--- config.mk ---
export PLATFORM = sky130hd
export DESIGN_NAME = braid_input_sequencer
export DESIGN_NICKNAME = d
export VERILOG_FILES = /design/src/rtl/braid_seq_pkg.sv /design/src/rtl/braid_seq_timer.sv /design/src/rtl/braid_input_sequencer.sv
export SDC_FILE = /design/constraint.sdc
export NUM_CORES = 1
export LEC_CHECK = 0
export CORE_MARGIN = 2
export CORE_UTILIZATION = 49
export DETAILED_ROUTE_END_ITERATION = 6
export GPL_TIMING_DRIVEN = 1
export HOLD_SLACK_MARGIN = 0.06
export PLACE_DENSITY = 0.77
export SLEW_MARGIN = 20
export SYNTH_ARGS = -nofsm -noshare
export SYNTH_HDL_FRONTEND = slang
export SYNTH_SLANG_ARGS = --single-unit
--- constraint.sdc ---
create_clock -name clk -period 4.4 [get_ports clk]
set_input_delay 0.44 -clock clk [delete_from_list [all_inputs] [get_ports clk]]
set_output_delay 0.44 -clock clk [all_outputs]
set_load 0.05 [all_outputs]
--- src/rtl/braid_seq_pkg.sv ---
// Shared constants, widths and state encoding for the braid input sequencer.
package braid_seq_pkg;

  localparam int N_IN          = 8;
  localparam int DUR_W         = 8;
  localparam int GAP_CYCLES    = 2;
  localparam int SETTLE_CYCLES = 16;

  localparam int CHAN_W = $clog2(N_IN);
  localparam int TICK_W = DUR_W + CHAN_W;

  function automatic int max3(input int a, input int b, input int c);
    int m;
    m = (a > b) ? a : b;
    return (m > c) ? m : c;
  endfunction

  localparam int TMR_W = max3(DUR_W, $clog2(SETTLE_CYCLES + 1), $clog2(GAP_CYCLES + 1));

  typedef enum logic [2:0] {
    IDLE,
    DISPENSE,
    GAP,
    SETTLE,
    DONE
  } state_e;

  function automatic logic [N_IN-1:0] chan_onehot(input logic [CHAN_W-1:0] c);
    logic [N_IN-1:0] r;
    r    = '0;
    r[c] = 1'b1;
    return r;
  endfunction

endpackage

--- src/rtl/braid_seq_timer.sv ---
// Loadable down-counter shared by the dispense, gap and settle intervals.
module braid_seq_timer #(
  parameter int W = 8
) (
  input  logic         clk,
  input  logic         rst,
  input  logic         load,
  input  logic [W-1:0] load_val,
  output logic         zero
);

  logic [W-1:0] cnt_q, cnt_d;

  always_comb begin
    cnt_d = cnt_q;
    if (load) begin
      cnt_d = load_val;
    end else if (cnt_q != '0) begin
      cnt_d = cnt_q - W'(1);
    end
  end

  always_ff @(posedge clk or posedge rst) begin
    if (rst) begin
      cnt_q <= '0;
    end else begin
      cnt_q <= cnt_d;
    end
  end

  assign zero = (cnt_q == '0);

endmodule

--- src/rtl/braid_input_sequencer.sv ---
// Meters reagent into the eight braid inputs one channel at a time,
// then waits for the mixer to settle and pulses done.
module braid_input_sequencer
  import braid_seq_pkg::*;
(
  input  logic                  clk,
  input  logic                  rst,
  input  logic                  start,
  input  logic [N_IN*DUR_W-1:0] dur_in,
  input  logic                  abort,
  output logic [N_IN-1:0]       valve_open,
  output logic [CHAN_W-1:0]     chan_idx,
  output logic                  busy,
  output logic                  done,
  output logic                  aborted,
  output logic [TICK_W-1:0]     total_ticks
);

  localparam logic [TMR_W-1:0]  GAP_LOAD    = TMR_W'(GAP_CYCLES - 1);
  localparam logic [TMR_W-1:0]  SETTLE_LOAD = TMR_W'(SETTLE_CYCLES - 1);
  localparam logic [CHAN_W-1:0] LAST_CHAN   = CHAN_W'(N_IN - 1);

  state_e                  state_q, state_d;
  logic [N_IN*DUR_W-1:0]   dur_q, dur_d;
  logic [CHAN_W-1:0]       chan_q, chan_d;
  logic [N_IN-1:0]         valve_q, valve_d;
  logic                    busy_q, busy_d;
  logic                    done_q, done_d;
  logic                    aborted_q, aborted_d;
  logic [TICK_W-1:0]       ticks_q, ticks_d;

  logic                    tmr_load;
  logic [TMR_W-1:0]        tmr_val;
  logic                    tmr_zero;

  logic                    enter;
  logic [CHAN_W-1:0]       enter_chan;
  logic [DUR_W-1:0]        enter_dur;
  logic [CHAN_W-1:0]       chan_next;
  logic [DUR_W-1:0]        cur_dur;

  braid_seq_timer #(.W(TMR_W)) u_timer (
    .clk      (clk),
    .rst      (rst),
    .load     (tmr_load),
    .load_val (tmr_val),
    .zero     (tmr_zero)
  );

  always_comb begin
    state_d    = state_q;
    dur_d      = dur_q;
    chan_d     = chan_q;
    valve_d    = valve_q;
    done_d     = 1'b0;
    aborted_d  = 1'b0;
    tmr_load   = 1'b0;
    tmr_val    = '0;
    enter      = 1'b0;
    chan_next  = chan_q + CHAN_W'(1);
    cur_dur    = dur_q[chan_q*DUR_W +: DUR_W];
    enter_chan = chan_q;
    enter_dur  = cur_dur;
    ticks_d    = (valve_q != '0) ? ticks_q + TICK_W'(1) : ticks_q;

    case (state_q)
      IDLE: begin
        if (start) begin
          dur_d     = dur_in;
          ticks_d   = '0;
          enter     = 1'b1;
          enter_chan = '0;
          enter_dur = dur_in[DUR_W-1:0];
        end
      end
      DISPENSE: begin
        if (tmr_zero) begin
          valve_d = '0;
          if (chan_q == LAST_CHAN) begin
            state_d  = SETTLE;
            tmr_load = 1'b1;
            tmr_val  = SETTLE_LOAD;
          end else if (cur_dur == '0) begin
            // A skipped channel flows straight into the next one, no flush gap
            enter      = 1'b1;
            enter_chan = chan_next;
            enter_dur  = dur_q[chan_next*DUR_W +: DUR_W];
          end else begin
            chan_d   = chan_next;
            state_d  = GAP;
            tmr_load = 1'b1;
            tmr_val  = GAP_LOAD;
          end
        end
      end
      GAP: begin
        if (tmr_zero) begin
          enter = 1'b1;
        end
      end
      SETTLE: begin
        if (tmr_zero) begin
          state_d = DONE;
          done_d  = 1'b1;
        end
      end
      DONE: begin
        state_d = IDLE;
      end
      default: begin
        state_d = IDLE;
        valve_d = '0;
      end
    endcase

    if (enter) begin
      state_d  = DISPENSE;
      chan_d   = enter_chan;
      tmr_load = 1'b1;
      if (enter_dur == '0) begin
        valve_d = '0;
        tmr_val = '0;
      end else begin
        valve_d = chan_onehot(enter_chan);
        tmr_val = TMR_W'(enter_dur) - TMR_W'(1);
      end
    end

    // Abort wins over any expiry; the final open cycle is not counted
    if (abort && (state_q == DISPENSE || state_q == GAP || state_q == SETTLE)) begin
      state_d   = IDLE;
      valve_d   = '0;
      done_d    = 1'b0;
      aborted_d = 1'b1;
      ticks_d   = ticks_q;
      tmr_load  = 1'b0;
    end

    busy_d = (state_d != IDLE);
  end

  always_ff @(posedge clk or posedge rst) begin
    if (rst) begin
      state_q   <= IDLE;
      dur_q     <= '0;
      chan_q    <= '0;
      valve_q   <= '0;
      busy_q    <= 1'b0;
      done_q    <= 1'b0;
      aborted_q <= 1'b0;
      ticks_q   <= '0;
    end else begin
      state_q   <= state_d;
      dur_q     <= dur_d;
      chan_q    <= chan_d;
      valve_q   <= valve_d;
      busy_q    <= busy_d;
      done_q    <= done_d;
      aborted_q <= aborted_d;
      ticks_q   <= ticks_d;
    end
  end

  assign valve_open  = valve_q;
  assign chan_idx    = chan_q;
  assign busy        = busy_q;
  assign done        = done_q;
  assign aborted     = aborted_q;
  assign total_ticks = ticks_q;

endmodule

# After elaboration in Yosys (flattened, before gate mapping)
# Cells that the tools add are included.
# word_totals
ff_bits,100
inputBits,68
out_inout_bits,25
wordCells,100
# op_classes
add_sub_neg,4
order_cmp,2
eq_ne,9
n_shift,2
n_mux,55
reduce_logical,19
# ops
operator,count
64-bit by 7-bit indexed part select with 8-bit output,2
8-bit two-way mux,12
3-bit two-way mux,15
11-bit two-way mux,3
8-bit case mux with 2 select lines,2
8-bit logical NOT,3
1-bit two-way mux,16
8-bit nonzero test,2
"8-bit by 1-bit subtractor with 8-bit output, second input constant",2
4-bit two-way mux,3
"11-bit by 1-bit adder with 11-bit output, second input constant",1
3-bit case mux with 3 select lines,1
"3-bit by 2-bit equality test with 1-bit output, second input constant",2
"3-bit equality test, second input constant",2
3-bit case mux with 2 select lines,1
2-bit nonzero test,3
"3-bit by 4-bit less-than comparator with 1-bit output, second input constant",1
"2-bit != test, second input constant",2
"4-bit by 3-bit != test with 1-bit output, second input constant",1
2-bit AND reduction,2
4-bit AND reduction,1
4-bit OR reduction,1
"3-bit by 1-bit adder with 3-bit output, second input constant",1
1-bit demux with 3-bit select,1
other kinds (9),11

# Depth between registers and ports, before layout
# Gate-level depths: netlist of the first run.
# depth
depth_word,13
mapped_depth,16
mapped_depth_nobuf,13

# By module
# Synthesis of the first run repeated with hierarchy kept, for this count alone.
# unflattened
hier_cells,608
hier_area_um2,5766.8
# modules_own_cells
mod,n_inst,cells_each,area_per_inst_um2,seq_area_each_um2
braid_input_sequencer,1,552,5270.1,2302.2
braid_seq_timer,1,56,496.7,200.2

# Worst setup path after synthesis of the first run
# No wires, ideal clock.
# synth_path
kind,reg2reg
from,"reg chan_q[0], in the netlist chan_idx[0]"
to,"reg valve_q[0], in the netlist valve_open[0]"
setup_time_ns,0.122
arrival_time_ns,4.348
required_time_ns,4.278
setup_slack_ns,-0.070
path_stages_with_launch,13
path_buffers,2
period_less_slack_ns,4.470
path_cell_list,dfrtp_1 ha_1 clkbuf_1 clkbuf_1 mux4_2 mux2_2 a221oi_1 ha_1 nand2_1 nor4_1 nand4b_4 and2_4 a32o_1
# synth_via
elab_chain_cells,13
elab_cells_between_ends,31
cone_classes,add/sub: 1; order compare: 2; eq/ne: 3; shift: 2; mux: 19; reduce/logical: 4
# synth_rtl
item,line_no,rtl
from (decl),braid_input_sequencer.sv:25,"logic [CHAN_W-1:0] chan_q, chan_d;"
from (signal assigned),braid_input_sequencer.sv:155,chan_q <= chan_d;
64-bit by 7-bit indexed part select with 8-bit output,braid_input_sequencer.sv:61,cur_dur = dur_q[chan_q*DUR_W +: DUR_W];
8-bit logical NOT,braid_input_sequencer.sv:83,end else if (cur_dur == '0) begin
3-bit two-way mux,braid_input_sequencer.sv:83,
3-bit two-way mux,braid_input_sequencer.sv:79,if (chan_q == LAST_CHAN) begin
3-bit two-way mux,braid_input_sequencer.sv:77,if (tmr_zero) begin
3-bit case mux with 2 select lines,braid_input_sequencer.sv:66,case (state_q)
3-bit by 4-bit less-than comparator with 1-bit output (not written as such) or 3-bit by 1-bit >= comparator with 1-bit output (tied branches),braid_seq_pkg.sv:31,r[c] = 1'b1;
1-bit logical AND (not written as such),braid_seq_pkg.sv:31,
1-bit two-way mux (not written as such),braid_seq_pkg.sv:31,
1-bit demux with 3-bit select,braid_seq_pkg.sv:31,
8-bit two-way mux,braid_input_sequencer.sv:120,if (enter_dur == '0) begin
8-bit two-way mux,braid_input_sequencer.sv:116,if (enter) begin
8-bit two-way mux,braid_input_sequencer.sv:130,if (abort && (state_q == DISPENSE || state_q == GAP || state_q == SETTLE)) begin
to (signal assigned),braid_input_sequencer.sv:156,valve_q <= valve_d;
to (decl),braid_input_sequencer.sv:26,"logic [N_IN-1:0] valve_q, valve_d;"
# Parallel ways exist; a longest one is shown, timed or not.
# A chain may end at the register's enable or synchronous reset.

# Final worst setup path of the first run
# Same ends and word-level chain as after synthesis.

==> results.py, run 1 <==
metrics = {
    "status": {
        "status": "finished, final reports clean",
    },
    "clock_network": {
        "cts.clk_slew.worst_paths_ns": 0.06,
        "cts_root_buffer": "clkbuf_16",
        "holdBufCountCts": 0,
        "cts_buffer_depth": 2,
        "insertion_delay_ns": 0.35,
        "cts_buffers": 9,
        "cts.sinks": 100,
        "cts_tree": "done",
        "cts_max_level": 3,
        "postCtsSetupRepairBufs": 0,
        "post_cts_resized": 0,
    },
    "route": {
        "wire_per_inst_um": 17.30,
        "drt_wl_total_mm": 14.18,
        "ant_nets": 0,
        "drt_iter0_markers": 277,
        "via_per_inst": 5.668,
        "num_vias": 4648,
        "route.detailed.drc": 0,
        "first_pass_iters": 5,
    },
    "power_and_ir_drop": {
        "p_leak_nw": 3.110,
        "p_clk_share_pct": 19.3,
        "switchingPower_mw": 1.647,
        "switching_share_pct": 39.19,
        "p_int_mw": 2.555,
        "power_frac_seq_pct": 38.0,
        "power_frac_comb_pct": 42.7,
        "power.density_mw_per_mm2": 595.8,
        "peakVddDrop_v": 0.0002962,
        "p_total_mw": 4.203,
    },
    "synthesis": {
        "ys_warn_count": 0,
        "postSynthAreaPerCell_um2": 9.654,
        "async_flop_share_pct": 100.0,
        "synth_top_cell_by_area": "dfrtp_1",
        "synth_edf_count": 0,
        "synth_area_mm2": 0.005677,
        "netlist_instances": 588,
        "yosysUniqueCellTypes": 66,
        "synth_seq_cells": 100,
        "synth.top_cell.area_share_pct": 44.08,
        "ys_seq_area_share_pct": 44.08,
        "ys_top_cells_by_area": "dfrtp_1 44%, nand2_1 14%, mux4_2 13%, mux2i_1 2.6%, nor2_1 1.7%",
        "synth_nets": 663,
        "ys.flop_type": "dfrtp_1",
    },
    "layout": {
        "drive_above_1_share_pct": 12.41,
        "nets": 747,
        "multi_input_area_mm2": 0.003012,
        "n_fill_cell": 937,
        "syn2layout_area_growth_pct": 24.25,
        "regArea_mm2": 0.002504,
        "diodes": 0,
    },
    "timing": {
        "fmax_mhz": 261.2,
        "fin_skew_ns": 0.006650,
        "rsz0062_at_grt": "false",
        "worst_pin_slew_ns": 0.9159,
        "hold_viol": 0,
        "setup_violations": 0,
        "final_max_slew_viol_count": 0,
        "slew_headroom_pct": 38.94,
        "layout_min_cycle_time_ns": 3.829,
        "tns_ns": 0,
        "finalCritPeriodShare_pct": 87.01,
    },
    "floorplanning": {
        "dieHeight_um": 111.6,
        "core-area_mm2": 0.01137,
        "dieWidth_um": 111.6,
        "pin_count": 93,
        "start_util_pct": 49.93,
        "die-area_mm2": 0.01246,
        "row_count": 39,
    },
    "placement": {
        "io_buffers": 92,
        "routabilityCongestion": 0.8409,
        "hpwl_mm": 10.52,
    },
    "min_path": {
        "hold_start": "dur_q[55]",
        "hold-path-endpoint": "dur_q[55]",
        "min_path_cells": 2,
        "hp-class": "flip-flop to flip-flop",
    },
    "setup_path": {
        "r2r_start": "chan_idx[0]",
        "crit_type": "flip-flop to flip-flop",
        "path_max_fanout": 40,
        "reg2regPathDepth": 12,
        "worstSetupEndpointType": "flip-flop",
        "cp.arrival_ns": 4.06,
        "reg2reg_to": "valve_open[0]",
        "r2r_setup_slack_ns": 0.57,
        "worst_ep_required_time_ns": 4.64,
        "startpoint_type": "flip-flop",
    },
    "grt": {
        "grt_pass1_vias": 4648,
        "grt_start_max_net_pins": 79,
        "antenna_found_initial": 0,
        "track_usage_pct": 23.54,
        "grt_pass1_wl_mm": 23.42,
        "grt.overflow.total": 0,
    },
    "flow_run": {
        "cap_violations": 0,
    },
}
-- routing by layer --
layer / global-route usage (%) / part of all wire, % / vias up
met4: 6.502 / 1.5 / 0
met1: 30.90 / 44 / 2290
met3: 4.137 / 4.8 / 14
met2: 40.57 / 50 / 137
li1: - / - / 2207
met5: 0 / 0 / -
-- registers in the layout, summed over array words and instances, names as in the netlist --
signal / count
done: 1
total_ticks: 11
busy: 1
valve_open: 8
state_q: 3
chan_idx: 3
u_timer.cnt_q: 8
dur_q: 64
aborted: 1
-- cells in the final DEF (no fill, tap or decap), drive strengths merged, types with 3 or more instances in the layout --
master         netlist  final
nor2b                4      4
a32o                 4      4
inv                  7      8
o31ai                4      4
clkdlybuf4s50        0     92
nand2              219    219
a22o                 3      3
clkbuf              23     13
ha                   7      7
a21oi               16     16
mux4                32     32
xor2                10     10
nor3                 9      9
a21boi               3      3
nand2b               3      3
nand4                4      4
mux2i               15     15
and3                 5      5
buf                 10     14
nor4                 6      6
dfrtp              100    100
o21ai               17     17
or3                  9      9
mux2                 6      6
nor2                27     27
nand4b               3      3
xnor2                6      6
nand3                4      4
o21a                 3      3
-- worst max-delay path: stages, from the launching register on --
cell and delay, ns:
dfrtp_2 0.37, buf_4 0.49, mux4_2 0.57, mux2i_1 0.24, nor2_1 0.08, a221oi_1 0.31, buf_4 0.21, ha_1 0.14
nand2_1 0.05, nor4_1 0.58, nand4b_4 0.20, and2_4 0.23, a32o_1 0.24
-- worst max path at each step --
stage / from / end / slack [ns] / cells after the start
after global routing: chan_idx[0] / valve_open[0] / 0.32 / 12
after global placement: chan_idx[0] / valve_open[0] / 0.72 / 12
after CTS: chan_idx[0] / valve_open[0] / 0.57 / 12
final: chan_idx[0] / valve_open[0] / 0.57 / 12
after floorplan: chan_idx[0] / valve_open[0] / 0.15 / 12
after detailed placement: chan_idx[0] / valve_open[0] / 0.60 / 12
-- power groups by stage --
| stage | clock network, mW | logic, mW | registers (mW) |
|---|---|---|---|
| after CTS | 0.822 | 1.80 | 1.59 |
| after floorplan | 0 | 1.31 | 1.55 |
| after global routing | 0.859 | 1.99 | 1.64 |
| after global placement | 0 | 1.74 | 1.58 |
| after detailed placement | 0 | 1.78 | 1.61 |
| final | 0.810 | 1.80 | 1.60 |
-- synth_stat cells (all sizes together) (5+ instances only) --
cell type,n
a21oi,16
xor2,10
o21ai,17
nand2,219
xnor2,6
nor2,27
inv,7
dfrtp,100
clkbuf,23
and3,5
ha,7
nor4,6
mux2i,15
buf,10
or3,9
nor3,9
mux4,32
mux2,6
-- cell families (layout without fill, tap and decap cells) --
logic type / after synthesis / in the layout / synth area share, %
AND/OR/NAND/NOR: 302 / 302 / 23.89
flip-flops: 100 / 100 / 44.08
AO/OA/AOI/OAI: 70 / 70 / 8.420
multiplexers: 53 / 53 / 16.53
buffers and inverters: 40 / 129 / 3.064
XOR/XNOR: 16 / 16 / 2.469
adder cells (fa/ha/maj): 7 / 7 / 1.543
-- layout make-up --
class                      instances  area share (%)
multi-input combinational        448           42.70
sequential                       100           35.50
timing repair buffer             106           14.55
clock buffer                      13           3.690
tap                              143           2.537
clock inverter                     3          0.6209
inverter                           7          0.4080
-- through the flow --
stage	instances	instance area [um^2]	hold slack, ns	utilization (%)	setup WS (ns)
floorplan	588	5678	0.4572	-	0.1477
global placement	804	6749	0.4764	59.36	0.7178
detailed placement	804	6749	0.4858	59.36	0.5953
CTS	820	7053	0.5021	62.03	0.5689
global route	820	7053	0.5316	62.03	0.3172
finish	820	7053	0.4978	62.03	0.5714
Power figures use the tool's default switching activity.
==> run 2: changes to the inputs <==
--- a/config.mk
+++ b/config.mk
@@ -5,10 +5,11 @@
 export SDC_FILE = /design/constraint.sdc
 export NUM_CORES = 1
 export LEC_CHECK = 0
+export CORE_ASPECT_RATIO = 0.6
 export CORE_MARGIN = 2
 export CORE_UTILIZATION = 49
 export DETAILED_ROUTE_END_ITERATION = 6
-export GPL_TIMING_DRIVEN = 1
+export GPL_TIMING_DRIVEN = 0
 export HOLD_SLACK_MARGIN = 0.06
 export PLACE_DENSITY = 0.77
 export SLEW_MARGIN = 20
==> results.py, run 2 (synthesized netlist as in run 1, its figures left out) <==
metrics = {
    "timing": {
        "fin_skew_ns": 0.007194,
        "hold_viol": 0,
        "worst_pin_slew_ns": 1.000,
        "slew_headroom_pct": 32.40,
        "rsz0062_at_grt": "false",
        "tns_ns": 0,
        "layout_min_cycle_time_ns": 4.136,
        "fmax_mhz": 241.8,
        "finalCritPeriodShare_pct": 93.99,
        "final_max_slew_viol_count": 0,
        "setup_violations": 0,
    },
    "route": {
        "drt_wl_total_mm": 16.16,
        "via_per_inst": 5.875,
        "first_pass_iters": 5,
        "wire_per_inst_um": 18.88,
        "route.detailed.drc": 0,
        "drt_iter0_markers": 514,
        "num_vias": 5029,
        "ant_nets": 0,
    },
    "grt": {
        "grt_pass1_vias": 4872,
        "grt_pass1_wl_mm": 25.79,
        "grt.overflow.total": 0,
        "track_usage_pct": 27.42,
        "antenna_found_initial": 0,
        "grt_start_max_net_pins": 83,
    },
    "floorplanning": {
        "dieHeight_um": 87.37,
        "row_count": 30,
        "die-area_mm2": 0.01249,
        "core-area_mm2": 0.01130,
        "pin_count": 93,
        "dieWidth_um": 143.0,
        "start_util_pct": 50.24,
    },
    "layout": {
        "final_common_cell": "nand2_1",
        "design_area_mm2": 0.007173,
        "largest_reg_flops": 64,
        "nets": 767,
        "most-common-layout-cells": "217 x nand2_1, 100 x dfrtp_1, 92 x clkdlybuf4s50_1",
        "regMostFlops": "dur_q",
        "stdcell_count": 856,
        "syn2layout_area_growth_pct": 26.36,
        "drive_above_1_share_pct": 11.49,
        "final_util_pct": 63.49,
        "diodes": 0,
    },
    "setup_path": {
        "crit_type": "flip-flop to flip-flop",
        "path_cells": "ha_1, buf_2, buf_2, mux4_2, mux2_2, a21oi_2, ha_1, nand2_1, nor4_2, nand4b_4, and2_4, a32o_1",
        "worstSetupEndpointType": "flip-flop",
        "worst_ep_required_time_ns": 4.64,
        "cp_num_buf_inv": 2,
        "cp.arrival_ns": 4.38,
        "path_max_fanout": 10,
        "startpoint_type": "flip-flop",
        "path_delay_family": "simple AND/OR/NAND/NOR gates",
        "cpMaxStageDelayCell": "mux4_2",
        "crit_path_max_incr_delay_ns": 0.57,
    },
    "power_and_ir_drop": {
        "p_leak_nw": 3.128,
        "power.density_mw_per_mm2": 609.1,
        "peakVddDrop_v": 0.0002518,
    },
    "clock_network": {
        "cts_tree": "done",
        "insertion_delay_ns": 0.35,
        "holdBufCountCts": 0,
        "postCtsSetupRepairBufs": 0,
        "cts.sinks": 100,
        "cts.clk_slew.worst_paths_ns": 0.07,
        "cts_root_buffer": "clkbuf_16",
        "cts_max_level": 3,
        "cts_buffers": 9,
        "cts_buffer_depth": 2,
    },
    "placement": {
        "io_buffers": 92,
        "place_area_mm2": 0.006837,
        "hpwl_mm": 11.72,
        "dp.cells": 841,
        "routabilityCongestion": 1.047,
    },
    "status": {
        "status": "finished, final reports clean",
    },
    "min_path": {
        "hp-class": "input pin to async pin",
    },
    "flow_run": {
        "cap_violations": 0,
    },
}
run 2: cell types whose count changed in the layout (fill, tap and decap cells not counted), moves of 3 or more:
cell | before | now
buf_1 | 0 | 3
buf_2 | 0 | 6
buf_4 | 14 | 1
clkbuf_1 | 2 | 22
run 2: worst paths after layout:
| kind | endpoint | slack, ns | cells after the start | from |
|---|---|---|---|---|
| worst max-delay path | valve_open[4] | 0.26 | 12 | chan_idx[0] |
| worst min-delay path | total_ticks[3] | 0.39 | 2 | rst |
| worst max register to register | valve_open[4] | 0.26 | 12 | chan_idx[0] |
| worst min register to register | dur_q[13] | 0.51 | 2 | dur_q[13] |
| max in group asynchronous | chan_idx[1] | 3.37 | 3 | rst |
| min in group clk | dur_q[13] | 0.51 | 2 | dur_q[13] |
run 2: repair_timing:
action	4_1_cts	5_1_grt
resized for setup	2	4
pin swaps	0	0
hold endpoints to repair	0	0
setup endpoints to repair	16	13
run 2: final cells by class:
cell class / instances / area (um^2)
buffer: 33 / 150.1
clock buffer: 10 / 229.0
clock inverter: 5 / 82.58
fill: 899 / 4125
inverter: 7 / 31.28
multi-input combinational: 448 / 3029
sequential: 100 / 2502
tap: 160 / 200.2
timing repair buffer: 93 / 948.4
run 2: per-stage QoR:
| stage | hold WS, ns | setup WS, ns | power, mW |
|---|---|---|---|
| after global placement | 0.4721 | -0.3735 | 3.348 |
| after global routing | 0.3978 | 0.07058 | 4.625 |
| after floorplan | 0.4572 | 0.1477 | 2.856 |
| after detailed placement | 0.4897 | -0.4394 | 3.439 |
| after CTS | 0.3865 | 0.04982 | 4.311 |
| final | 0.3866 | 0.2644 | 4.369 |
run 2: report_power, final:
part,leakage (nW),internal (mW),switching (mW)
logic,1.71,0.829,1.12
registers,1.27,1.27,0.301
clock network,0.153,0.499,0.355
run 2: metal layers:
metal  GRT usage (%)  part of all wire, %  vias to the layer above
li1                -                    -                     2255
met1           41.47                   46                     2442
met2           39.67                   42                      311
met4           6.661                  1.1                        0
met3           6.927                   11                       21
met5               0                    0                        -
==> RTL edit (config.mk and constraints of run 2) <==
Remove the register `busy_q`: a continuous assignment takes its place, so the output `busy` follows one clock earlier.
--- a/src/rtl/braid_input_sequencer.sv
+++ b/src/rtl/braid_input_sequencer.sv
@@ -145,7 +145,6 @@
       dur_q     <= '0;
       chan_q    <= '0;
       valve_q   <= '0;
-      busy_q    <= 1'b0;
       done_q    <= 1'b0;
       aborted_q <= 1'b0;
       ticks_q   <= '0;
@@ -154,12 +153,13 @@
       dur_q     <= dur_d;
       chan_q    <= chan_d;
       valve_q   <= valve_d;
-      busy_q    <= busy_d;
       done_q    <= done_d;
       aborted_q <= aborted_d;
       ticks_q   <= ticks_d;
     end
   end
+
+  assign busy_q = busy_d;
 
   assign valve_open  = valve_q;
   assign chan_idx    = chan_q;
Check against the original RTL: not equivalent (Yosys sat finds a counterexample within 4 cycles, from zero or initial values and one cycle with rst high).
==> RTL edit against run 2 <==
Sequential cell count fell by 1; non-clock buffer count did not move; routed wire length fell by 1.2%; synthesized area fell by 0.44%; cell count fell by 1.9%; power fell by 0.69%; via count fell by 1.6%; final area fell by 0.37%; worst setup slack got worse by 0.14 ns; combinational power barely moved; worst hold slack improved by 0.042 ns; first-iteration DRC count fell by 3.7%; largest cell class unchanged.
==> RTL edit: results (changes against run 2) <==
stage	metric	value	unit	change
place	Placed Area	6790	µm²	-0.66%
global_route	number of global-route vias before repair	4821		-1.0%
finish	post-route insts no fill	840		-1.9%
synthesis	sequential area share after synthesis	0.438		-0.00248
global_route	met1 Track Usage GR	0.420		+0.00489
global_route	M3 GR Usage	0.0924		+0.0231
timing	Worst Skew	0.0145	ns	+0.00728 ns
hold_path	HP Class	input port to asynchronous set/reset pin		
detailed_routing	drt total wl	16000	µm	-1.2%
worst_setup_path	critical path's slowest cell	mux4_2		
place	Post-Place Setup Slack	-0.474	ns	-0.0345 ns
pwr	comb pwr	1.95	mW	about the same
pwr	Clock Power	0.845	mW	-1%
pwr	internal power	2.55	mW	-1.7%
finish	layout cells sized above 1	0.126		+0.0115
timing	fin crit period	4.28	ns	+0.143 ns
run_status	status	completed		
clock_tree	worst skew pair latency	0.36	ns	
synthesis	commonest cells in the netlist	217 x nand2_1, 99 x dfrtp_1, 32 x mux4_2, 26 x nor2_1, 23 x clkbuf_1		
finish	# fillers	922		+2.6%
place	placed cell count	824		-2.0%
global_route	largest net degree at the start of global routing	68		-18%
detailed_routing	vias per cell	5.89		+0.28%
worst_setup_path	internal reg-to-reg setup slack	0.12	ns	-0.14 ns
global_route	first-pass GRT wire length	25800	µm	+0.13%
synthesis	Synth area leaders	dfrtp_1 44%, nand2_1 14%, mux4_2 13%, mux2i_1 2.7%, nor2_1 1.7%		
clock_tree	post-CTS sizing	6		+4
global_route	Total GRT Usage	0.276		+0.00194
place	Placer Congestion	0.952		-9.1%
pwr	Lkg Pwr	3.13	nW	about the same
timing	headroom to the max-slew limit	0.350		+0.0261
detailed_routing	DRT iter0 DRCs	495		-3.7%
detailed_routing	met3 routed WL	1900	µm	+8.0%
global_route	met2 Resource Use GR	0.389		-0.00727
detailed_routing	WL met1	7210	µm	-2.6%
worst_setup_path	Critical Path AT	4.52	ns	+0.14 ns
synthesis	Syn Nets	662		-0.15%
finish	Final Net Count	766		-0.13%
synthesis	Mean Syn Cell Area	9.63	µm²	-0.27%
finish	area grow syn2layout	26.5	%	about the same
RTL edit: cell count changes after synthesis, sizes merged:
cell	delta
dfrtp	-1
RTL edit: logic make-up after synthesis:
kind of cell / count (synthesis) / synth area share
and+or+nand+nor: 302 / 0.240
xor gates and xnor gates: 16 / 0.0248
DFF: 99 / 0.438
adders and majority gates: 7 / 0.0155
muxes: 53 / 0.166
AOI/OAI and AO/OA: 70 / 0.0846
buffers and inverters: 40 / 0.0308
RTL edit: area by class of cell:
cell class              count  share of cell area
plain buffers              33              0.0214
clock buffers              10              0.0334
clock inverters             6              0.0116
inverters                   7             0.00438
multi-input cells         448               0.425
flip-flops and latches     99               0.347
well taps                 144              0.0252
repair buffers             93               0.132
RTL edit: stage by stage:
stage | total power, mW | hold slack (ns)
after floorplan | 2.85 | 0.457
after global placement | 3.35 | 0.471
after detailed placement | 3.43 | 0.489
after CTS | 4.29 | 0.441
after global routing | 4.61 | 0.489
final | 4.34 | 0.429
